## src/rtl/tpu_pkg.sv

```systemverilog
// Purpose: shared TPU types and constants (array geometry, sequencer states, opcodes).
// Latency: n/a (declarations only).
// Backpressure: n/a.
package tpu_pkg;

    localparam int DATA_WIDTH = 8;
    localparam int ARRAY_DIM  = 4;

    // Matrix-multiply sequencer phases
    typedef enum logic [2:0] {
        IDLE  = 3'd0,
        CLEAR = 3'd1,
        FEED  = 3'd2,
        DRAIN = 3'd3,
        DONE  = 3'd4
    } state_t;

    // Decoder opcodes; the sequencer only reacts to the start/abort pulses they produce
    localparam logic [1:0] START = 2'd0;
    localparam logic [1:0] STOP  = 2'd1;
    localparam logic [1:0] LOAD  = 2'd2;
    localparam logic [1:0] STORE = 2'd3;

endpackage

```

## src/rtl/skew_decoder.sv

```systemverilog
// Purpose: maps the FEED phase counter onto per-lane diagonal-wavefront read enables and element indices.
// Latency: purely combinational, zero cycles.
// Backpressure: none; outputs follow cnt/feed directly.
module skew_decoder #(
    parameter int N     = 4,
    parameter int CNT_W = 4,
    parameter int LW    = 2
) (
    input  logic [CNT_W-1:0]  cnt,
    input  logic              feed,
    output logic [N-1:0]      rd_en,
    output logic [N*LW-1:0]   rd_elem
);

    // Lane i is live for cnt in [i, i+N-1] and reads element cnt-i; idle lanes present index 0
    always_comb begin
        rd_en   = '0;
        rd_elem = '0;
        for (int i = 0; i < N; i++) begin
            if (feed && (int'(cnt) >= i) && (int'(cnt) <= i + N - 1)) begin
                rd_en[i]             = 1'b1;
                rd_elem[i*LW +: LW]  = LW'(int'(cnt) - i);
            end
        end
    end

endmodule

```

## src/rtl/matmul_sequencer.sv

```systemverilog
// Purpose: sequences one N x N systolic multiply: clear, skewed operand feed, drain, done pulse.
//          Optional MATMUL_SEQUENCER_PERF_EN adds saturating run_count / abort_count outputs.
// Latency: start sampled at edge 0 -> busy in cycle 1; busy for 1+(2N-1)+DRAIN_CYCLES+1 cycles.
// Backpressure: none; start while busy is dropped, abort outside IDLE returns to IDLE next cycle.
module matmul_sequencer
    import tpu_pkg::*;
#(
    parameter int N            = 4,
    parameter int DRAIN_CYCLES = 4,
    parameter int CNT_W        = 4,
    localparam int LW          = (N > 1) ? $clog2(N) : 1
) (
    input  logic              clk,
    input  logic              rst_n,
    input  logic              start,
    input  logic              abort,
    output logic              busy,
    output logic              done,
    output logic              array_clear,
    output logic              array_enable,
    output logic [N-1:0]      rd_en,
    output logic [N*LW-1:0]   rd_elem
`ifdef MATMUL_SEQUENCER_PERF_EN
    ,
    output logic [15:0]       run_count,
    output logic [7:0]        abort_count
`endif
);

    localparam logic [CNT_W-1:0] FEED_LAST  = CNT_W'(2*N - 2);
    localparam logic [CNT_W-1:0] DRAIN_LAST = CNT_W'(DRAIN_CYCLES - 1);

    state_t           state;
    logic [CNT_W-1:0] cnt;

    // Phase FSM; cnt is cleared on every transition so it never wraps
    always_ff @(posedge clk or negedge rst_n) begin
        if (!rst_n) begin
            state <= IDLE;
            cnt   <= '0;
        end else begin
            case (state)
                IDLE: begin
                    cnt <= '0;
                    if (start && !abort) state <= CLEAR;
                end
                CLEAR: begin
                    cnt   <= '0;
                    state <= abort ? IDLE : FEED;
                end
                FEED: begin
                    if (abort) begin
                        state <= IDLE;
                        cnt   <= '0;
                    end else if (cnt == FEED_LAST) begin
                        state <= DRAIN;
                        cnt   <= '0;
                    end else begin
                        cnt <= cnt + CNT_W'(1);
                    end
                end
                DRAIN: begin
                    if (abort) begin
                        state <= IDLE;
                        cnt   <= '0;
                    end else if (cnt == DRAIN_LAST) begin
                        state <= DONE;
                        cnt   <= '0;
                    end else begin
                        cnt <= cnt + CNT_W'(1);
                    end
                end
                DONE: begin
                    // done is already high this cycle, so abort changes nothing here
                    state <= IDLE;
                    cnt   <= '0;
                end
                default: begin
                    state <= IDLE;
                    cnt   <= '0;
                end
            endcase
        end
    end

    // Moore decode of registered state; reset drops these asynchronously via state
    assign busy         = (state != IDLE);
    assign done         = (state == DONE);
    assign array_clear  = (state == CLEAR);
    assign array_enable = (state == FEED) || (state == DRAIN);

    skew_decoder #(
        .N     (N),
        .CNT_W (CNT_W),
        .LW    (LW)
    ) u_skew (
        .cnt     (cnt),
        .feed    (state == FEED),
        .rd_en   (rd_en),
        .rd_elem (rd_elem)
    );

`ifdef MATMUL_SEQUENCER_PERF_EN
    // Saturating completion and abort counters, cleared only by reset
    always_ff @(posedge clk or negedge rst_n) begin
        if (!rst_n) begin
            run_count   <= '0;
            abort_count <= '0;
        end else begin
            if (state == DONE && run_count != 16'hFFFF)
                run_count <= run_count + 16'd1;
            if (abort && state != IDLE && abort_count != 8'hFF)
                abort_count <= abort_count + 8'd1;
        end
    end
`endif

endmodule

```

## config.mk

```make
export PLATFORM = sky130hd
export DESIGN_NAME = matmul_sequencer
export DESIGN_NICKNAME = d
export VERILOG_FILES = /design/src/rtl/tpu_pkg.sv /design/src/rtl/skew_decoder.sv /design/src/rtl/matmul_sequencer.sv
export SDC_FILE = /design/constraint.sdc
export NUM_CORES = 1
export LEC_CHECK = 0
export ABC_AREA = 1
export BUFFER_PORTS_ARGS = -buffer_cell sky130_fd_sc_hd__buf_4
export CAP_MARGIN = 20
export CORE_MARGIN = 1.5
export CORE_UTILIZATION = 35
export DETAILED_ROUTE_END_ITERATION = 12
export SYNTH_ARGS = -nofsm -noshare
export SYNTH_HDL_FRONTEND = slang
export SYNTH_SLANG_ARGS = --single-unit
```

## constraint.sdc

```tcl
create_clock -name clk -period 1.35 [get_ports clk]
set_clock_uncertainty 0.1 [all_clocks]
set_input_delay 0.0675 -clock clk [delete_from_list [all_inputs] [get_ports clk]]
set_output_delay 0.0675 -clock clk [all_outputs]
set_load 0.05 [all_outputs]
```

### After elaboration in Yosys (flattened, before gate mapping)

Index checks and enable logic that the tools add are counted.
Widths: inputs -> output; s select.

* flip-flop bits (word level): 7
* ROM bits: 0
* input port bits: 4
* logic and storage cells: 55
* latch bits: 0
* output and inout bits: 16
* bits in writable memories: 0
* memories: 0

* magnitude comparators: 7
* equal/unequal tests: 9
* multipliers: 0
* reduce and logical (&&, ||, !) cells: 13
* divide/modulo/power cells: 0
* muxes and demuxes: 20
* bitwise operators: 0
* $add $sub $neg: 4
* shift operators: 0

Operator list (count)
* $mux 4: 4
* $mux 3: 5
* $le 4x3->1 const B: 3
* $pmux 3 s4: 1
* $mux 2: 5
* $ge 4x2->1 const B: 2
* $logic_and 1x1->1: 8
* $pmux 4 s2: 1
* $eq 3x2->1 const B: 2
* $ne 3x3->1 const B: 2
* $add 4x1->4 const B: 1
* $eq 4x2->1 const B: 1
* $eq 4x3->1 const B: 1
* $ge 4x1->1 const B: 1
* $le 4x2->1 const B: 1
* $mux 1: 4
* $sub 2x2->2 const B: 2
* $eq 3x1->1 const B: 1
* $eq 3x3->1 const B: 1
* $logic_not 3->1: 1
* $reduce_and 3->1: 1
* $reduce_bool 3->1: 1
* $ne 2x2->1 const B: 1
* $sub 2x1->2 const B: 1
* other kinds (2): 2

### Longest topological paths before layout

Gate-level depths: netlist (run 1).

* depth in word-level cells: 4
* depth in mapped cells: 8
* mapped depth without buffers: 8

### Modules after synthesis

From an unflattened synthesis (run 1), not the netlist that was laid out.

* cells, all modules: 91
* area total of the unflattened synthesis: 634.4 sq um

By module, submodules not included
* matmul_sequencer: cells an instance 52, instances 1, sequential area each 175.2 sq um, area an instance 442.9 sq um
* skew_decoder: cells an instance 39, instances 1, sequential area each 0.0 sq um, area an instance 191.4 sq um

### Worst setup path before layout (run 1)

OpenSTA, ideal clock, no wires.

* path kind: register to output
* from: register cnt[0]
* to: output rd_elem[6]
* slack: -0.864 ns
* data arrival time: 2.047 ns
* required time: 1.183 ns
* cell stages (with the launch flop): 7
* buffers on the path: 0
* path through: dfrtp_1 -> inv_1 -> ha_1 -> o22ai_1 -> nor2_2 -> inv_1 -> nor2_1

* cells in the longest elaborated chain, start to end: 4
* elaborated cells on any way between the ends: 6
* classes of those cells: add/sub (1); order compare (2); mux (1); reduce/logical (2)

Ends and longest elaborated chain
* start, declared: RTL line matmul_sequencer.sv:34 `logic [CNT_W-1:0] cnt;`
* start signal, assigned: RTL line matmul_sequencer.sv:59 `cnt <= cnt + CNT_W'(1);`
* start signal, assigned: RTL line matmul_sequencer.sv:70 `cnt <= cnt + CNT_W'(1);`
* $ge 4x2->1: RTL line skew_decoder.sv:20 `if (feed && (int'(cnt) >= i) && (int'(cnt) <= i + N - 1)) begin`
* $logic_and 1x1->1 (2 in a row): RTL line skew_decoder.sv:20
* $mux 2 *: RTL line skew_decoder.sv:20
* end, declared: RTL line matmul_sequencer.sv:22 `output logic [N*LW-1:0] rd_elem`

Every way passes the cells marked *; elsewhere a longest branch is shown, timed or not.

### Worst setup path in the final report (run 1)

* from: register state[0]
* to: output rd_elem[6]

* cells in the longest elaborated chain, start to end: 4

Ends and longest elaborated chain
* start, declared: RTL line matmul_sequencer.sv:33 `state_t state;`
* start signal, assigned: RTL line matmul_sequencer.sv:49 `state <= abort ? IDLE : FEED;`
* $eq 3x2->1: RTL line matmul_sequencer.sv:98 `.feed (state == FEED),`
* $logic_and 1x1->1 (2 in a row): RTL line skew_decoder.sv:20
* $mux 2: RTL line skew_decoder.sv:20

No other way between the ends.

==> results.toml, run 1 <==
[power]
p_switching_mw = 0.964
peakVddDrop_uv = 1070
power.internal_mw = 0.921
power_density_mw_per_mm2 = 1380
p_comb_share_pct = 73.6
p_seq_share_pct = 16.2
power.leakage_nw = 0.619
p_sw_share_pct = 51.2
p_clk_share_pct = 10.1
power_mw = 1.88

[sta]
fin_tns_setup_ns = -4.95
min_period_ns = 1.70
relSlewSlack_pct = 79.1
worst_hold_slack_ns = 0.0735
setup_violations = 20
rsz0062_at_grt = "true"
tightest_slew_ns = 0.311
fin_crit_sh_pct = 126
worst_slack_ns = -0.348
report.final.slew_viol_count = 0
hold_viol = 0
max_freq_ghz = 0.589

[finish]
design_area_sq_mm = 0.00136
areaGrowthSynthToFinish_pct = 141
n_antenna_cell = 0
post-route-util_pct = 90.4
fillers = 56
final_nets = 146
finalNonFillerCells = 153
drive_gt1_share_pct = 75.2

[clock_network]
clk_latency_ns = 0.25
cts-htree-levels = 1
cts-root-buf = "clkbuf_4"
worst_setup_hold_path_clk_slew_ns = 0.06
cts_buffers = 3
cts_tree = "yes"
numClockSinks = 7
cts.path.max_buffers = 2

[synthesis]
yosysMostFrequentCell = "nor2_1"
syn-cell-area_sq_um = 566
syn_avg_cell_area_sq_um = 6.73
ys_warn_count = 0
synthFlopType = "dfrtp_1"
synthCells = 84
synth_edf_count = 0
yosysSeqAreaShare_pct = 31.0
ys_types = 19
synth_top_area_cell = "dfrtp_1"
yosysTopAreaCellShare_pct = 31.0
synthTopCellsByCount = "nor2_1 (23), inv_1 (17), nand2_1 (10), dfrtp_1 (7), nand3_1 (6)"
ys_ff_latch = 7
syn_nets = 92
ys_async_sr_fraction_pct = 100
yosys-top-cells-area = "dfrtp_1 (31%), nor2_1 (15%), inv_1 (11%), ha_1 (8.8%), nand2_1 (6.6%)"

[place]
dpl_cell_area_sq_um = 952
gp_routability_congestion = 0.768
detailed_place_hpwl_mm = 1.16
io_buffer_count = 19
place_ws_ns = -0.151
dp.cells = 135

[floorplanning]
rows = 14
core_sq_mm = 0.00151
die-height_microns = 43.2
initial_core_util_pct = 37.5
fp.dieArea_sq_mm = 0.00187
die_w_microns = 43.2
ios = 20

[route]
ant_nets = 0
wl_mm = 2.45
routed_via_density = 4.86
drc = 0
wl_per_cell_microns = 16.0
firstDrtPassIters = 4
vias = 744
drt_first_iter_violations = 21

[worst_setup_path]
arrival_ns = 1.53
cp_max_fo = 3
max_stage_delay_ns = 0.39
rrSetupSlack_ns = -0.28
r2r_cells = 8
criticalPathCategory = "flop to output pin"
worstPathRequired_ns = 1.18
cp_common_cell = "nor2_4"
cp-end-kind = "output pin"
startpoint_type = "flop"
setup.worst_path.end = "rd_elem[6]"
path_cells = "inv_2 > nand3_4 > nor2_4 > inv_1 > nor2_4 > inv_2 > nor2_4 > buf_8"
worstReg2RegStart = "cnt[1]"
r2r-end = "state[1]"
slowest_stage = "dfrtp_1"
cp-startpoint = "state[0]"

[hold_path]
hp-class = "input pin to asynchronous set/reset pin"

[global_routing]
grt_pass1_wl_mm = 2.70
overflow = 0
grt_pass1_vias = 619
grt_start_max_net_pins = 8
antenna_found_initial = 0
track_usage_pct = 20.0

[outcome]
violations = "negative setup slack"
outcome = "finished with violations"

[job]
cap_violations = 0
## what timing repair did
item	CTS	global route
hold buffers	1	0
pin swaps	13	14
setup buffers	5	10
gates resized for setup	38	33
setup endpoints to repair	21	22
hold endpoints to repair	7	0
## layout by cell type (no fill, tap or decap), types with 2 or more instances in the layout
master and count:
buf_4 25, buf_6 17, nor2_4 12, nor2_1 9, inv_2 8, inv_1 8
nor2_2 5, nand2_1 5, dfrtp_1 5, buf_8 5, nand2_2 4, ha_4 4
inv_4 3, nand3_4 3, nor3_4 3, nand3_2 3, clkbuf_4 3, nand2_4 2
dfrtp_2 2
## area by class of cell
| cell class | instances | area, sq um | share of cell area (%) |
|---|---|---|---|
| multi-input cells | 58 | 576 | 42.2 |
| repair buffers | 49 | 484 | 35.5 |
| flip-flops and latches | 7 | 178 | 13.0 |
| inverters | 19 | 78.8 | 5.79 |
| clock buffers | 4 | 26.3 | 1.93 |
| well taps | 16 | 20.0 | 1.47 |
## layer usage
layer / up-vias / global-route usage [%] / part of all wire (%)
met3: 6 / 5.11 / 3.1
li1: 363 / - / -
met1: 349 / 24.5 / 40
met5: - / 0 / 0
met2: 26 / 35.2 / 54
met4: 0 / 3.64 / 2.1
## logic make-up after synthesis
group	after synthesis	synth area share (%)
compound gates	5	5.31
xor+xnor	2	3.10
fa+ha+maj	4	8.85
buf+inv	19	12.6
flops	7	31.0
simple gates	47	39.2
## state kept, by name, indices dropped and copies added (netlist names)
name / cells
state: 3
cnt: 4
## worst max-delay path, delay by kind of cell, from the launching register on
kind,cells,cell delay [ns]
simple gates,4,0.48
flops,1,0.39
buf+inv,4,0.41
## power by group through the flow
stage	sequential (mW)	clock, mW	combinational [mW]
CTS	0.300	0.192	1.07
global placement	0.300	0	0.907
global route	0.311	0.210	1.47
detailed placement	0.303	0	0.916
floorplan	0.304	0	0.617
finish	0.306	0.191	1.39
## worst min path at each step
stage	startpoint	endpoint	cells past startpoint
after floorplan	rst_n	cnt[0]	0
after global placement	rst_n	state[2]	1
after detailed placement	rst_n	state[2]	1
after CTS	abort	state[1]	4
after global routing	rst_n	state[1]	2
final	rst_n	state[1]	2
No activity file was read; power rests on OpenSTA's default activity.
==> run 2: changes to the inputs <==
--- a/config.mk
+++ b/config.mk
@@ -11,6 +11,7 @@
 export CORE_MARGIN = 1.5
 export CORE_UTILIZATION = 35
 export DETAILED_ROUTE_END_ITERATION = 12
+export GPL_TIMING_DRIVEN = 0
 export SYNTH_ARGS = -nofsm -noshare
 export SYNTH_HDL_FRONTEND = slang
 export SYNTH_SLANG_ARGS = --single-unit
==> constraint.sdc (replaced) <==
create_clock -name clk -period 1.35 [get_ports clk]
set_clock_uncertainty 0.1 [all_clocks]
set_input_delay 0.0675 -clock clk [delete_from_list [all_inputs] [get_ports clk]]
set_output_delay 0.0675 -clock clk [all_outputs]
set_load 0.005 [all_outputs]
==> run 2 against run 1 <==
  * The run still ends with negative setup slack left
  * Die area unchanged
  * Clock-buffer cell count unchanged
  * Worst setup slack better by 0.10 ns
  * Global-route usage down 3.2 points
  * Register-to-register slack better by 0.19 ns
  * First-iteration DRC count down 52%
  * Sequential power down 2%
  * Wire length down 42%
  * Hold slack worse by 0.014 ns
==> results.toml, run 2 (synthesized netlist as in run 1, its figures left out) <==
[worst_setup_path]
startpoint_type = "flop"
worstPathRequired_ns = 1.18
cp-end-kind = "output pin"
path_cells = "inv_2 > ha_4 > inv_2 > nand3_1 > inv_1 > nor2_1 > nand2_1 > nor2_1 > buf_4"
critPathBufInv = 4
crit_family = "flip-flops"
arrival_ns = 1.43
max_stage_delay_ns = 0.44
criticalPathCategory = "flop to output pin"
slowest_stage = "dfrtp_2"
cp_max_fo = 4

[hold_path]
hp-class = "input pin to asynchronous set/reset pin"

[global_routing]
overflow = 0
grt_start_max_net_pins = 8
grt_pass1_vias = 568
grt_pass1_wl_mm = 2.35
antenna_found_initial = 0
track_usage_pct = 16.8

[power]
p_sw_share_pct = 40.6
power.internal_mw = 0.722
power.leakage_nw = 0.478
p_seq_share_pct = 24.7
p_switching_mw = 0.494
p_comb_share_pct = 60.0
power_density_mw_per_mm2 = 1250
power_mw = 1.22
peakVddDrop_uv = 830
p_clk_share_pct = 15.3

[finish]
drive_gt1_share_pct = 58.0
post-route-util_pct = 64.7
final_nets = 128
fillers = 125
design_area_sq_um = 975
finalNonFillerCells = 135
final_common_cell = "buf_4"
largest_reg_flops = 4
n_antenna_cell = 0
multiInputGateArea_sq_um = 430
reg_top3 = "cnt (4), state (3)"
areaGrowthSynthToFinish_pct = 72.3
final_cell_mix = "buf_4 (27), nor2_1 (15), inv_1 (10)"
regMostFlops = "cnt"
register_area_sq_um = 178

[clock_network]
cts-root-buf = "clkbuf_4"
clk_latency_ns = 0.25
cts_tree = "yes"
cts-htree-levels = 1
cts.path.max_buffers = 2
cts_buffers = 3
worst_setup_hold_path_clk_slew_ns = 0.05
numClockSinks = 7

[floorplanning]
die_w_microns = 43.2
fp.dieArea_sq_mm = 0.00187
core_sq_mm = 0.00151
die-height_microns = 43.2
rows = 14
initial_core_util_pct = 37.5
ios = 20

[route]
drt_first_iter_violations = 10
routed_via_density = 4.59
wl_mm = 1.43
vias = 620
wl_per_cell_microns = 10.6
firstDrtPassIters = 4
ant_nets = 0
drc = 0

[sta]
report.final.slew_viol_count = 0
rsz0062_at_grt = "true"
worst_hold_slack_ns = 0.0591
fin_tns_setup_ns = -2.57
hold_viol = 0
tightest_slew_ns = 0.182
worst_slack_ns = -0.243
setup_violations = 19
fin_crit_sh_pct = 118
min_period_ns = 1.59
relSlewSlack_pct = 87.8
max_freq_ghz = 0.628

[outcome]
violations = "negative setup slack"
outcome = "finished with violations"

[place]
place_ws_ns = -0.225
gp_routability_congestion = 0.811
io_buffer_count = 19
dp.cells = 119
detailed_place_hpwl_microns = 934
dpl_cell_area_sq_um = 728

[job]
cap_violations = 0
## run 2: cell types whose count changed in the layout (fill, tap and decap cells not counted), sizes merged
cell / before / now
buf: 48 / 30
## run 2: worst paths after layout
kind | from | depth (start not counted) | endpoint | slack [ns]
worst max-delay path | cnt[1] | 9 | rd_elem[3] | -0.24
worst min-delay path | rst_n | 2 | state[2] | 0.06
worst max register to register | cnt[0] | 6 | state[1] | -0.09
worst min register to register | state[0] | 3 | state[1] | 0.50
max in group asynchronous | rst_n | 2 | cnt[0] | 0.96
min in group clk | abort | 4 | state[1] | 0.06
## run 2: power by group through the flow
stage | Sequential, mW | Clock (mW) | Combinational [mW]
after global placement | 0.295 | 0 | 0.484
final | 0.300 | 0.186 | 0.729
after detailed placement | 0.297 | 0 | 0.488
after global routing | 0.309 | 0.203 | 0.807
after CTS | 0.295 | 0.193 | 0.640
after floorplan | 0.286 | 0 | 0.310
## run 2: timing repair
action	CTS	global route
gates resized for setup	13	26
buffers inserted	10	2
pin swaps	2	1
hold endpoints to repair	7	0
hold buffers	1	0
setup endpoints to repair	18	21
## run 2: layer usage
layer / up-vias / GRT usage, % / share of wire (%)
li1: 321 / - / -
met1: 282 / 20.3 / 41
met2: 15 / 28.1 / 52
met3: 2 / 5.11 / 5.3
met4: 0 / 5.45 / 1.1
met5: - / 0 / 0
## run 2: cell type report
cell class              instances  share of cell area [%]
multi-input cells              58                    44.2
repair buffers                 31                    25.3
flip-flops and latches          7                    18.2
inverters                      19                    7.57
clock buffers                   4                    2.70
well taps                      16                    2.05
==> run 3: changes to the inputs <==
--- a/config.mk
+++ b/config.mk
@@ -12,6 +12,7 @@
 export CORE_UTILIZATION = 35
 export DETAILED_ROUTE_END_ITERATION = 12
 export GPL_TIMING_DRIVEN = 0
+export SETUP_SLACK_MARGIN = 0.2
 export SYNTH_ARGS = -nofsm -noshare
 export SYNTH_HDL_FRONTEND = slang
 export SYNTH_SLANG_ARGS = --single-unit
==> constraint.sdc (replaced) <==
create_clock -name clk -period 1.35 [get_ports clk]
set_clock_uncertainty 0.1 [all_clocks]
set_input_delay 0.405 -clock clk [delete_from_list [all_inputs] [get_ports clk]]
set_output_delay 0.405 -clock clk [all_outputs]
set_load 0.005 [all_outputs]
==> run 3 against run 2 <==
  * The run still ends with negative setup slack left
  * Register-to-register slack lost 0.17 ns
  * Critical endpoint is now rd_elem[2]
  * Die area unchanged
  * Critical path type unchanged
  * Largest power group unchanged
  * Combinational power rose by 63%
  * Highest routed layer unchanged
  * Hold slack gained 0.33 ns
  * Sequential power up 5%
==> results.toml, run 3 (synthesized netlist as in run 1, its figures left out) <==
[outcome]
outcome = "finished with violations"
violations = "negative setup slack"

[finish]
register_area_sq_um = 179
regMostFlops = "cnt"
reg_top3 = "cnt (4), state (3)"
final_nets = 148
design_area_sq_mm = 0.00127
drive_gt1_share_pct = 77.0
final_common_cell = "buf_4"
multiInputGateArea_sq_um = 510
fillers = 70
final_cell_mix = "buf_4 (30), buf_6 (20), inv_2 (10), nor2_2 (10)"
areaGrowthSynthToFinish_pct = 125
n_antenna_cell = 0
largest_reg_flops = 4

[global_routing]
overflow = 0
grt_start_max_net_pins = 8
antenna_found_initial = 0
track_usage_pct = 18.4
grt_pass1_wl_mm = 2.61
grt_pass1_vias = 628

[clock_network]
numClockSinks = 7
clk_latency_ns = 0.25
cts-root-buf = "clkbuf_4"
cts_tree = "yes"
cts-htree-levels = 1
cts_buffers = 3
worst_setup_hold_path_clk_slew_ns = 0.05
cts.path.max_buffers = 2

[job]
cap_violations = 0

[power]
power.leakage_nw = 0.601
peakVddDrop_uv = 1010
power_density_mw_per_mm2 = 1340

[place]
gp_routability_congestion = 0.735
dpl_cell_area_sq_um = 738
detailed_place_hpwl_microns = 914
io_buffer_count = 19

[sta]
min_period_ns = 1.99
max_freq_ghz = 0.503
fin_crit_sh_pct = 147
rsz0062_at_grt = "true"
report.final.slew_viol_count = 0
relSlewSlack_pct = 83.7
worst_slack_ns = -0.636
tightest_slew_ns = 0.244
setup_violations = 23
hold_viol = 0
fin_tns_setup_ns = -10.11

[hold_path]
hp-class = "input pin to asynchronous set/reset pin"

[worst_setup_path]
cp-end-kind = "output pin"
criticalPathCategory = "flop to output pin"
arrival_ns = 1.48
startpoint_type = "flop"
cp_max_fo = 4
worstPathRequired_ns = 0.85

[route]
wl_per_cell_microns = 16.4
drc = 0
firstDrtPassIters = 4
wl_mm = 2.55
routed_via_density = 4.95
vias = 768
drt_first_iter_violations = 13
ant_nets = 0

[floorplanning]
ios = 20
initial_core_util_pct = 37.5
core_sq_mm = 0.00151
die-height_microns = 43.2
fp.dieArea_sq_mm = 0.00187
rows = 14
die_w_microns = 43.2
run 3: worst paths after layout:
path                            startpoint         end  slack (ns)  cells past startpoint
max in group asynchronous            rst_n    state[1]        0.63                      2
worst max-delay path                cnt[1]  rd_elem[2]       -0.64                      9
worst min register to register      cnt[2]      cnt[2]        0.52                      2
worst min-delay path                 rst_n      cnt[3]        0.39                      2
worst max register to register      cnt[0]      cnt[2]       -0.26                      7
min in group clk                     abort    state[1]        0.44                      4
run 3: what timing repair did:
action,4_1_cts,5_1_grt
setup buffers,12,19
setup endpoints to repair,23,23
endpoints found under the hold margin,7,0
cloned,0,0
resized for setup,25,49
hold buffers,1,0
pin swaps,9,20
run 3: critical path: stages (launching register included):
cell,delay [ns]
dfrtp_2,0.45
inv_4,0.11
ha_4,0.13
inv_2,0.03
nand3_2,0.05
inv_2,0.04
nor2_4,0.08
nand2_2,0.08
nor2_2,0.12
buf_4,0.12
run 3: per-stage QoR:
| step | hold WS, ns | std cells | setup slack [ns] | utilization (%) | total power [mW] |
|---|---|---|---|---|---|
| floorplan | 0.00941 | 84 | -0.199 | - | 0.614 |
| global placement | 0.119 | 119 | -0.433 | 49.0 | 0.797 |
| detailed placement | 0.119 | 119 | -0.429 | 49.0 | 0.798 |
| CTS | 0.385 | 136 | -0.593 | 64.2 | 1.26 |
| global route | 0.390 | 155 | -0.733 | 84.5 | 1.78 |
| finish | 0.392 | 155 | -0.636 | 84.5 | 1.70 |
run 3: where the power goes:
part	internal (mW)	switching, mW	total [mW]
combinational	0.602	0.593	1.19
clock	0.113	0.0767	0.189
sequential	0.254	0.0622	0.316
run 3: final cells by class:
class	count	share of cell area [%]
Tap cell	16	1.57
Clock buffer	4	2.06
Sequential cell	7	14.1
Multi-Input combinational cell	58	40.1
Timing Repair Buffer	51	36.2
Inverter	19	6.00
run 3: routing by layer:
| metal | vias up | track usage [%] | share of wire, % |
|---|---|---|---|
| met1 | 361 | 22.5 | 41 |
| li1 | 363 | - | - |
| met3 | 8 | 3.40 | 5.2 |
| met2 | 36 | 29.6 | 51 |
| met5 | - | 0 | 0 |
| met4 | 0 | 10.9 | 2.6 |
